[src/rtl/mem_port_arbiter_if.sv]
// Unified memory-port bus between the arbiter and the memory.
//   master : arbiter side, drives bus_req/wen/addr/wdata/wmask, receives gnt and the response.
//   slave  : memory side, the mirror image.
interface mem_port_arbiter_if #(
  parameter int unsigned AW = 64,
  parameter int unsigned DW = 64
);
  logic            bus_req;
  logic            bus_wen;
  logic [AW-1:0]   bus_addr;
  logic [DW-1:0]   bus_wdata;
  logic [DW/8-1:0] bus_wmask;
  logic            bus_gnt;
  logic            bus_rvalid;
  logic [DW-1:0]   bus_rdata;

  modport master (
    output bus_req, bus_wen, bus_addr, bus_wdata, bus_wmask,
    input  bus_gnt, bus_rvalid, bus_rdata
  );

  modport slave (
    input  bus_req, bus_wen, bus_addr, bus_wdata, bus_wmask,
    output bus_gnt, bus_rvalid, bus_rdata
  );
endinterface

[src/rtl/mem_port_arbiter.sv]
// Shares one memory port between instruction fetch and the data stage.
// Ports:
//   clk, rst            clock, synchronous active-low reset
//   if_req/if_addr      fetch request (held until if_ack), if_flush cancels it
//   if_ack/if_instr     one-cycle fetch completion with the selected 32-bit word
//   mem_req/wen/addr/wdata/wmask  data request (held until mem_ack)
//   mem_ack/mem_rdata   one-cycle data completion, load data
//   if_stall/mem_stall  requester waiting (req & ~ack)
//   bus                 request/grant/response bus (master modport)
//   perf_if_wait/perf_mem_wait  free-running stall-cycle counters
module mem_port_arbiter #(
  parameter int unsigned AW = 64,
  parameter int unsigned DW = 64
) (
  input  logic                 clk,
  input  logic                 rst,
  input  logic                 if_req,
  input  logic [AW-1:0]        if_addr,
  input  logic                 if_flush,
  output logic                 if_ack,
  output logic [31:0]          if_instr,
  output logic                 if_stall,
  input  logic                 mem_req,
  input  logic                 mem_wen,
  input  logic [AW-1:0]        mem_addr,
  input  logic [DW-1:0]        mem_wdata,
  input  logic [DW/8-1:0]      mem_wmask,
  output logic                 mem_ack,
  output logic [DW-1:0]        mem_rdata,
  output logic                 mem_stall,
  mem_port_arbiter_if.master   bus,
  output logic [31:0]          perf_if_wait,
  output logic [31:0]          perf_mem_wait
);

  typedef enum logic [2:0] {IDLE, REQ_I, WAIT_I, REQ_D, WAIT_D} arbStateT;

  arbStateT        state;
  logic            lastD;
  logic            drop;
  logic            hiWord;
  logic            busReq;
  logic            busWen;
  logic [AW-1:0]   busAddr;
  logic [DW-1:0]   busWdata;
  logic [DW/8-1:0] busWmask;
  logic            pickI;
  logic            pickD;
  logic            unusedAddrBits;

  assign if_stall  = if_req & ~if_ack;
  assign mem_stall = mem_req & ~mem_ack;

  // A requester whose ack shows this cycle is still holding its finished request.
  assign pickI = if_stall & ~if_flush;
  assign pickD = mem_stall;

  assign unusedAddrBits = ^if_addr[1:0];

  assign bus.bus_req   = busReq;
  assign bus.bus_wen   = busWen;
  assign bus.bus_addr  = busAddr;
  assign bus.bus_wdata = busWdata;
  assign bus.bus_wmask = busWmask;

  // Arbitration FSM, bus request registers, returned data and perf counters.
  always_ff @(posedge clk) begin
    if (!rst) begin
      state         <= IDLE;
      lastD         <= 1'b0;
      drop          <= 1'b0;
      hiWord        <= 1'b0;
      busReq        <= 1'b0;
      busWen        <= 1'b0;
      busAddr       <= '0;
      busWdata      <= '0;
      busWmask      <= '0;
      if_ack        <= 1'b0;
      if_instr      <= '0;
      mem_ack       <= 1'b0;
      mem_rdata     <= '0;
      perf_if_wait  <= '0;
      perf_mem_wait <= '0;
    end else begin
      if_ack        <= 1'b0;
      mem_ack       <= 1'b0;
      perf_if_wait  <= perf_if_wait + 32'(if_stall);
      perf_mem_wait <= perf_mem_wait + 32'(mem_stall);

      case (state)
        IDLE: begin
          // Data wins a tie unless the previous completion was also data.
          if (pickD && !(pickI && lastD)) begin
            state    <= REQ_D;
            busReq   <= 1'b1;
            busWen   <= mem_wen;
            busAddr  <= mem_addr;
            busWdata <= mem_wdata;
            busWmask <= mem_wmask;
          end else if (pickI) begin
            state    <= REQ_I;
            busReq   <= 1'b1;
            busWen   <= 1'b0;
            busAddr  <= {if_addr[AW-1:3], 3'b000};
            busWdata <= '0;
            busWmask <= '0;
            hiWord   <= if_addr[2];
          end
        end

        REQ_I: begin
          if (bus.bus_gnt) begin
            state  <= WAIT_I;
            busReq <= 1'b0;
            drop   <= if_flush;
          end else if (if_flush) begin
            state  <= IDLE;
            busReq <= 1'b0;
          end
        end

        WAIT_I: begin
          if (bus.bus_rvalid) begin
            state <= IDLE;
            drop  <= 1'b0;
            lastD <= 1'b0;
            // A flush arriving with the response still discards it.
            if (!(drop || if_flush)) begin
              if_ack   <= 1'b1;
              if_instr <= hiWord ? bus.bus_rdata[63:32] : bus.bus_rdata[31:0];
            end
          end else if (if_flush) begin
            drop <= 1'b1;
          end
        end

        REQ_D: begin
          if (bus.bus_gnt) begin
            state  <= WAIT_D;
            busReq <= 1'b0;
          end
        end

        WAIT_D: begin
          if (bus.bus_rvalid) begin
            state   <= IDLE;
            lastD   <= 1'b1;
            mem_ack <= 1'b1;
            if (!busWen) begin
              mem_rdata <= bus.bus_rdata;
            end
          end
        end

        default: state <= IDLE;
      endcase
    end
  end

endmodule

[src/flat_wrapper.sv]
// flat-port wrapper written by rule: the top's interface ports become plain ports
module mem_port_arbiter_flat 
#(
  parameter int unsigned AW = 64,
  parameter int unsigned DW = 64
)
  (clk, rst, if_req, if_addr, if_flush, if_ack, if_instr, if_stall, mem_req, mem_wen, mem_addr, mem_wdata, mem_wmask, mem_ack, mem_rdata, mem_stall, perf_if_wait, perf_mem_wait, bus_bus_req, bus_bus_wen, bus_bus_addr, bus_bus_wdata, bus_bus_wmask, bus_bus_gnt, bus_bus_rvalid, bus_bus_rdata);
  mem_port_arbiter_if #(.AW(AW), .DW(DW)) bus_i ();
  input  logic clk;
  input  logic rst;
  input  logic if_req;
  input  logic [AW-1:0] if_addr;
  input  logic if_flush;
  output logic if_ack;
  output logic [31:0] if_instr;
  output logic if_stall;
  input  logic mem_req;
  input  logic mem_wen;
  input  logic [AW-1:0] mem_addr;
  input  logic [DW-1:0] mem_wdata;
  input  logic [DW/8-1:0] mem_wmask;
  output logic mem_ack;
  output logic [DW-1:0] mem_rdata;
  output logic mem_stall;
  output logic [31:0] perf_if_wait;
  output logic [31:0] perf_mem_wait;
  output wire logic [$bits(bus_i.bus_req)-1:0] bus_bus_req;
  output wire logic [$bits(bus_i.bus_wen)-1:0] bus_bus_wen;
  output wire logic [$bits(bus_i.bus_addr)-1:0] bus_bus_addr;
  output wire logic [$bits(bus_i.bus_wdata)-1:0] bus_bus_wdata;
  output wire logic [$bits(bus_i.bus_wmask)-1:0] bus_bus_wmask;
  input wire logic [$bits(bus_i.bus_gnt)-1:0] bus_bus_gnt;
  input wire logic [$bits(bus_i.bus_rvalid)-1:0] bus_bus_rvalid;
  input wire logic [$bits(bus_i.bus_rdata)-1:0] bus_bus_rdata;
  assign bus_bus_req = bus_i.bus_req;
  assign bus_bus_wen = bus_i.bus_wen;
  assign bus_bus_addr = bus_i.bus_addr;
  assign bus_bus_wdata = bus_i.bus_wdata;
  assign bus_bus_wmask = bus_i.bus_wmask;
  assign bus_i.bus_gnt = bus_bus_gnt;
  assign bus_i.bus_rvalid = bus_bus_rvalid;
  assign bus_i.bus_rdata = bus_bus_rdata;
  mem_port_arbiter #(.AW(AW), .DW(DW)) u_core (.clk(clk), .rst(rst), .if_req(if_req), .if_addr(if_addr), .if_flush(if_flush), .if_ack(if_ack), .if_instr(if_instr), .if_stall(if_stall), .mem_req(mem_req), .mem_wen(mem_wen), .mem_addr(mem_addr), .mem_wdata(mem_wdata), .mem_wmask(mem_wmask), .mem_ack(mem_ack), .mem_rdata(mem_rdata), .mem_stall(mem_stall), .bus(bus_i), .perf_if_wait(perf_if_wait), .perf_mem_wait(perf_mem_wait));
endmodule
[config.mk]
export PLATFORM = sky130hd
export DESIGN_NAME = mem_port_arbiter_flat
export DESIGN_NICKNAME = d
export VERILOG_FILES = /design/src/rtl/mem_port_arbiter_if.sv /design/src/rtl/mem_port_arbiter.sv /design/src/flat_wrapper.sv
export SDC_FILE = /design/constraint.sdc
export NUM_CORES = 1
export LEC_CHECK = 0
export BUFFER_PORTS_ARGS = -buffer_cell sky130_fd_sc_hd__buf_4
export CELL_PAD_IN_SITES_DETAIL_PLACEMENT = 0
export CELL_PAD_IN_SITES_GLOBAL_PLACEMENT = 2
export CORE_AREA = 2 2 226 228
export DETAILED_ROUTE_END_ITERATION = 12
export DIE_AREA = 0 0 228 230
export PLACE_DENSITY = 0.84
export SYNTH_ARGS = -nofsm -noshare
export SYNTH_HDL_FRONTEND = slang
export SYNTH_SLANG_ARGS = --single-unit
[constraint.sdc]
create_clock -name clk -period 4.25 [get_ports clk]
set_clock_uncertainty 0.15 [all_clocks]
set_input_delay 0.6375 -clock clk [delete_from_list [all_inputs] [get_ports clk]]
set_output_delay 0.6375 -clock clk [all_outputs]
set_load 0.005 [all_outputs]
**Word level (Yosys, flattened, before mapping)**

Cells that the tools add are included.

- Equal/unequal tests: 12
- Bitwise operators: 9
- Mux-type cells: 31
- Add/sub/neg operators: 2
- Reductions and logical operators: 20

Operators with widths:

| kind | number |
|---|---|
| 2-to-1 mux 64 bit | 4 |
| adder 32 x 1 -> 32 bit | 2 |
| 2-to-1 mux 32 bit | 1 |
| 2-to-1 mux 3 bit | 6 |
| AND reduction 3 bit | 6 |
| 2-to-1 mux 8 bit | 2 |
| 2-to-1 mux 1 bit | 14 |
| one-hot mux 3 bit (4 select lines) | 1 |
| != test 2 bit (second input constant) | 4 |
| AND reduction 4 bit | 2 |
| == test 3 x 2 -> 1 bit (second input constant) | 2 |
| != test 3 bit (second input constant) | 2 |
| inverter 1 bit | 6 |
| nonzero test 2 bit | 3 |
| one-hot mux 1 bit (2 select lines) | 2 |
| AND reduction 2 bit | 2 |
| bitwise AND 1 bit | 3 |
| == test 3 x 1 -> 1 bit (second input constant) | 1 |
| == test 3 bit (second input constant) | 1 |
| zero test 3 bit | 1 |
| != test 3 x 1 -> 1 bit (second input constant) | 1 |
| one-hot mux 1 bit (3 select lines) | 1 |
| nonzero test 3 bit | 1 |
| logical AND 1 bit | 2 |
| other kinds (4) | 4 |

- Register bits: 306
- Output and inout bits: 302
- Input bits: 272
- Word-level logic and storage cells: 89

**Logic depth before layout (Yosys ltp)**

- Word-level depth: 8
- Gate-level depth with buffers: 9
- Gate-level depth less buffers: 8

**Least setup slack after synthesis**

No wires, ideal clock.

- Path type: input to register
- Start point: in if_req
- End point: reg u_core.perf_if_wait[26]
- Library setup time: 0.070 ns
- Required time: 4.030 ns
- Arrival: 2.213 ns
- Stages: 8
- Path slack: 1.816 ns
- Cell sequence: nor2b_1 > ha_1 > ha_1 > and2_1 > and2_1 > nand4_1 > or3_1 > a21oi_1

- Longest elaborated chain between the ends: 2

Ends and longest elaborated chain:

| element | RTL line | text |
|---|---|---|
| start, declared | flat_wrapper.sv:11 | `input logic if_req;` |
| bitwise AND 1 bit | mem_port_arbiter.sv:51 | `assign if_stall = if_req & ~if_ack;` |
| adder 32 x 1 -> 32 bit | mem_port_arbiter.sv:87 | `perf_if_wait <= perf_if_wait + 32'(if_stall);` |
| end signal, assigned | mem_port_arbiter.sv:87 |  |
| end, declared | mem_port_arbiter.sv:32 | `output logic [31:0] perf_if_wait,` |

No other way between the ends.
A chain may end at the register's enable or synchronous reset.

**Worst setup path in the final report**

- Start point: reg u_core.state[2]
- End point: reg u_core.busWdata[63], in the netlist u_core.bus.bus_wdata[63]

- Longest elaborated chain between the ends: 2

Ends and longest elaborated chain:

| element | RTL line | text |
|---|---|---|
| start, declared | mem_port_arbiter.sv:38 | `arbStateT state;` |
| start signal, assigned | mem_port_arbiter.sv:69 | `state <= IDLE;` |
| start signal, assigned | mem_port_arbiter.sv:94 | `state <= REQ_D;` |
| start signal, assigned | mem_port_arbiter.sv:101 | `state <= REQ_I;` |
| zero test 3 bit | mem_port_arbiter.sv:90 | `case (state)` |
| AND reduction 2 bit (no line) | -- |  |
| end signal, assigned | mem_port_arbiter.sv:98 | `busWdata <= mem_wdata;` |
| end, declared | mem_port_arbiter.sv:45 | `logic [DW-1:0] busWdata;` |

No other way between the ends.

==> impl_metrics.json <==
{
  "fin_setup_tns_ns": 0,
  "slew_violations": 0,
  "final_antenna_net_count": 0,
  "yosys-mux-area-fraction_pct": 2.791,
  "cap_violations": 0,
  "regArea_um2": 6127,
  "synth_compound_gate_area_share_pct": 17.45,
  "worstMarginPinSlew_ns": 0.8731,
  "cts_setup_buffers": 0,
  "critPathRequiredTime_ns": 4.56,
  "port_buffers": 571,
  "die_h_um": 230,
  "intPower_uw": 5331,
  "cp-start-kind": "flip-flop",
  "p_seq_share_pct": 43.8,
  "cts_buffers": 37,
  "vias_per_cell": 4.537,
  "clock_sinks": 306,
  "antenna_found_initial": 0,
  "finalHoldViolations": 0,
  "grt_max_degree": 103,
  "synth_xor_area_share_pct": 3.404,
  "grt_pass1_wl_mm": 68.74,
  "ys_types": 41,
  "synth_top_family_by_area": "simple AND/OR/NAND/NOR gates",
  "netSwitchingPower_uw": 1825,
  "syn_nets": 1670,
  "ctsResizeCount": 0,
  "drc": 0,
  "status": "finished, final reports clean",
  "powerDensity_nw_per_um2": 401.2,
  "routedWlPerCell_um": 17.27,
  "drtIter0Drc": 603,
  "vdd_drop_max_mv": 0.2512,
  "ctsRootBufferMaster": "clkbuf_16",
  "coreArea_um2": 49860,
  "yosysTopAreaCell": "dfxtp_1",
  "period_share_pct": 67.85,
  "insertion_delay_ns": 0.54,
  "drive_gt1_share_pct": 33.51,
  "crit_path_max_fanout": 40,
  "die_x_um": 228,
  "combPwrFrac_pct": 14.0,
  "ys_top_cells_by_area": "dfxtp_1, nand2_1, nor2_1",
  "multiInputGateArea_um2": 5275,
  "grt_pass1_vias": 11650,
  "h-tree-depth": 2,
  "io_pins": 574,
  "async_flop_share_pct": 0,
  "finalSetupViolCount": 0,
  "seq_area_frac_synth_pct": 51.75,
  "max_clock_freq_mhz": 346.8,
  "start_util_pct": 23.74,
  "grt_usage_pct": 16.42,
  "fin_crit_ns": 2.884,
  "layout.nets": 2186,
  "hold_path.class": "in2reg",
  "vias": 11820,
  "syn_to_final_growth_pct": 50.68,
  "avgSynthCellArea_um2": 8.491,
  "cp-end-kind": "flip-flop",
  "grt.overflow.total": 0,
  "drt-total-wl_mm": 45.02,
  "tritoncts": "built",
  "hpwl_mm": 32.42,
  "synth_simple_gate_area_share_pct": 20.15,
  "clk_pin_slew_ns": 0.06,
  "cts_hold_buf": 0,
  "synth_most_common_cell": "dfxtp_1",
  "ys.flop_type": "dfxtp_1",
  "critPathArrivalTime_ns": 3.19,
  "fp.dieArea_um2": 52440,
  "final_core_util_pct": 35.77,
  "diodes": 0,
  "relSlewSlack_pct": 41.79,
  "grt_setup_unrepaired": "false",
  "synth_edf_count": 0,
  "place_congestion": 0.8254,
  "synth_cells": 1394,
  "leakagePower_uw": 0.007485,
  "synth_warnings": 0,
  "fillCellCount": 5230,
  "dr.pass1.iters": 7,
  "syn_area_um2": 11840,
  "synthAdderAreaFrac_pct": 0.4228,
  "cts.path.max_buffers": 3,
  "ys_ff_latch": 306,
  "synth_top_area_share_pct": 51.75,
  "swShare_pct": 25.50,
  "rows": 82,
  "path_class": "reg2reg",
  "clkPwrFrac_pct": 42.2,
  "synthTopCellsByCount": "dfxtp_1, nand2_1, nor2_1"
}
[metal layers]
| layer | track usage (%) | vias to the layer above | share of wire (%) |
|---|---|---|---|
| li1 | - | 5849 | - |
| met1 | 19.74 | 5541 | 41 |
| met2 | 28.65 | 382 | 50 |
| met3 | 4.812 | 51 | 7.2 |
| met4 | 4.146 | 0 | 1.8 |
| met5 | 0 | - | 0 |
[flip-flops by register name, summed over array words and instances, names as in the netlist]
register,cells
u_core.bus.bus_wdata,64
u_core.if_ack,1
u_core.if_instr,32
u_core.mem_ack,1
u_core.hiWord,1
u_core.bus.bus_wmask,8
u_core.bus.bus_req,1
u_core.mem_rdata,64
u_core.lastD,1
u_core.perf_mem_wait,32
u_core.bus.bus_wen,1
u_core.perf_if_wait,32
u_core.state,3
u_core.drop,1
u_core.bus.bus_addr,64
[power by group through the flow]
stage / clock, uW / combinational, uW / sequential [uW]
floorplan: 0 / 411 / 3190
global route: 3230 / 1100 / 3160
CTS: 3120 / 1020 / 3140
detailed placement: 0 / 1020 / 3190
finish: 3020 / 1000 / 3140
global placement: 0 / 1010 / 3190
[worst max-delay path, stage by stage, from the launching register on]
cell and delay [ns]:
dfxtp_1 0.41, nor3_1 0.58, and2_2 0.82, buf_4 0.53
a22oi_1 0.17, nor2_1 0.14
[through the flow]
stage / total power (uW) / hold WS [ns] / cells / cell area [um2] / setup WS [ns]
2_1_floorplan: 3600 / 0.2977 / 1394 / 11840 / 1.816
3_3_place_gp: 4199 / 0.2933 / 2543 / 16690 / 1.155
3_5_place_dp: 4209 / 0.2978 / 2543 / 16690 / 1.100
4_1_cts: 7276 / 0.1561 / 2606 / 17830 / 1.375
5_1_grt: 7491 / 0.1663 / 2606 / 17830 / 1.172
6_report: 7155 / 0.1964 / 2606 / 17830 / 1.366
[final timing paths]
kind                                     startpoint                               endpoint  slack (ns)  cells after the start
hold / removal                         mem_wmask[1]   u_core.bus.bus_wmask[1]$_SDFFE_PN0P_        0.20                      3
hold reg to reg   u_core.mem_rdata[50]$_SDFFE_PN0P_      u_core.mem_rdata[50]$_SDFFE_PN0P_        0.30                      2
setup / recovery       u_core.state[2]$_SDFFE_PN0P_  u_core.bus.bus_wdata[63]$_SDFFE_PN0P_        1.37                      5
setup reg to reg       u_core.state[2]$_SDFFE_PN0P_  u_core.bus.bus_wdata[63]$_SDFFE_PN0P_        1.37                      5
[cell type report]
cell class	instances	area share (%)
multi-input combinational	971	29.58
inverter	10	0.2385
clock buffer	58	6.209
tap	672	4.714
clock inverter	5	0.1824
sequential	306	34.36
timing repair buffer	584	24.72
[cells by family after synthesis]
group,count (synthesis)
flip-flops,306
AND/OR/NAND/NOR,548
XOR/XNOR,46
adder cells (fa/ha/maj),4
buffers and inverters,117
AO/OA/AOI/OAI,340
multiplexers,33
[cell usage in the layout (no fill, tap or decap), types with 8 or more instances in the layout]
master	synthesis	final
o21ai_0	78	78
xor2_1	23	23
a22oi_1	76	76
inv_1	10	9
clkbuf_1	82	13
clkbuf_16	0	39
and4_1	10	10
xnor2_1	23	23
dfxtp_1	306	305
nor2_1	161	161
and3_1	8	8
nor4_1	9	8
nand3_1	23	23
a21oi_1	85	85
or3_1	13	13
nor3_1	8	8
a31oi_1	62	62
buf_4	2	582
nand2_1	274	274
mux2i_1	33	33
nand4_1	13	13
a211oi_1	32	32
and2_1	11	10
No activity file was read; power rests on OpenSTA's default activity.
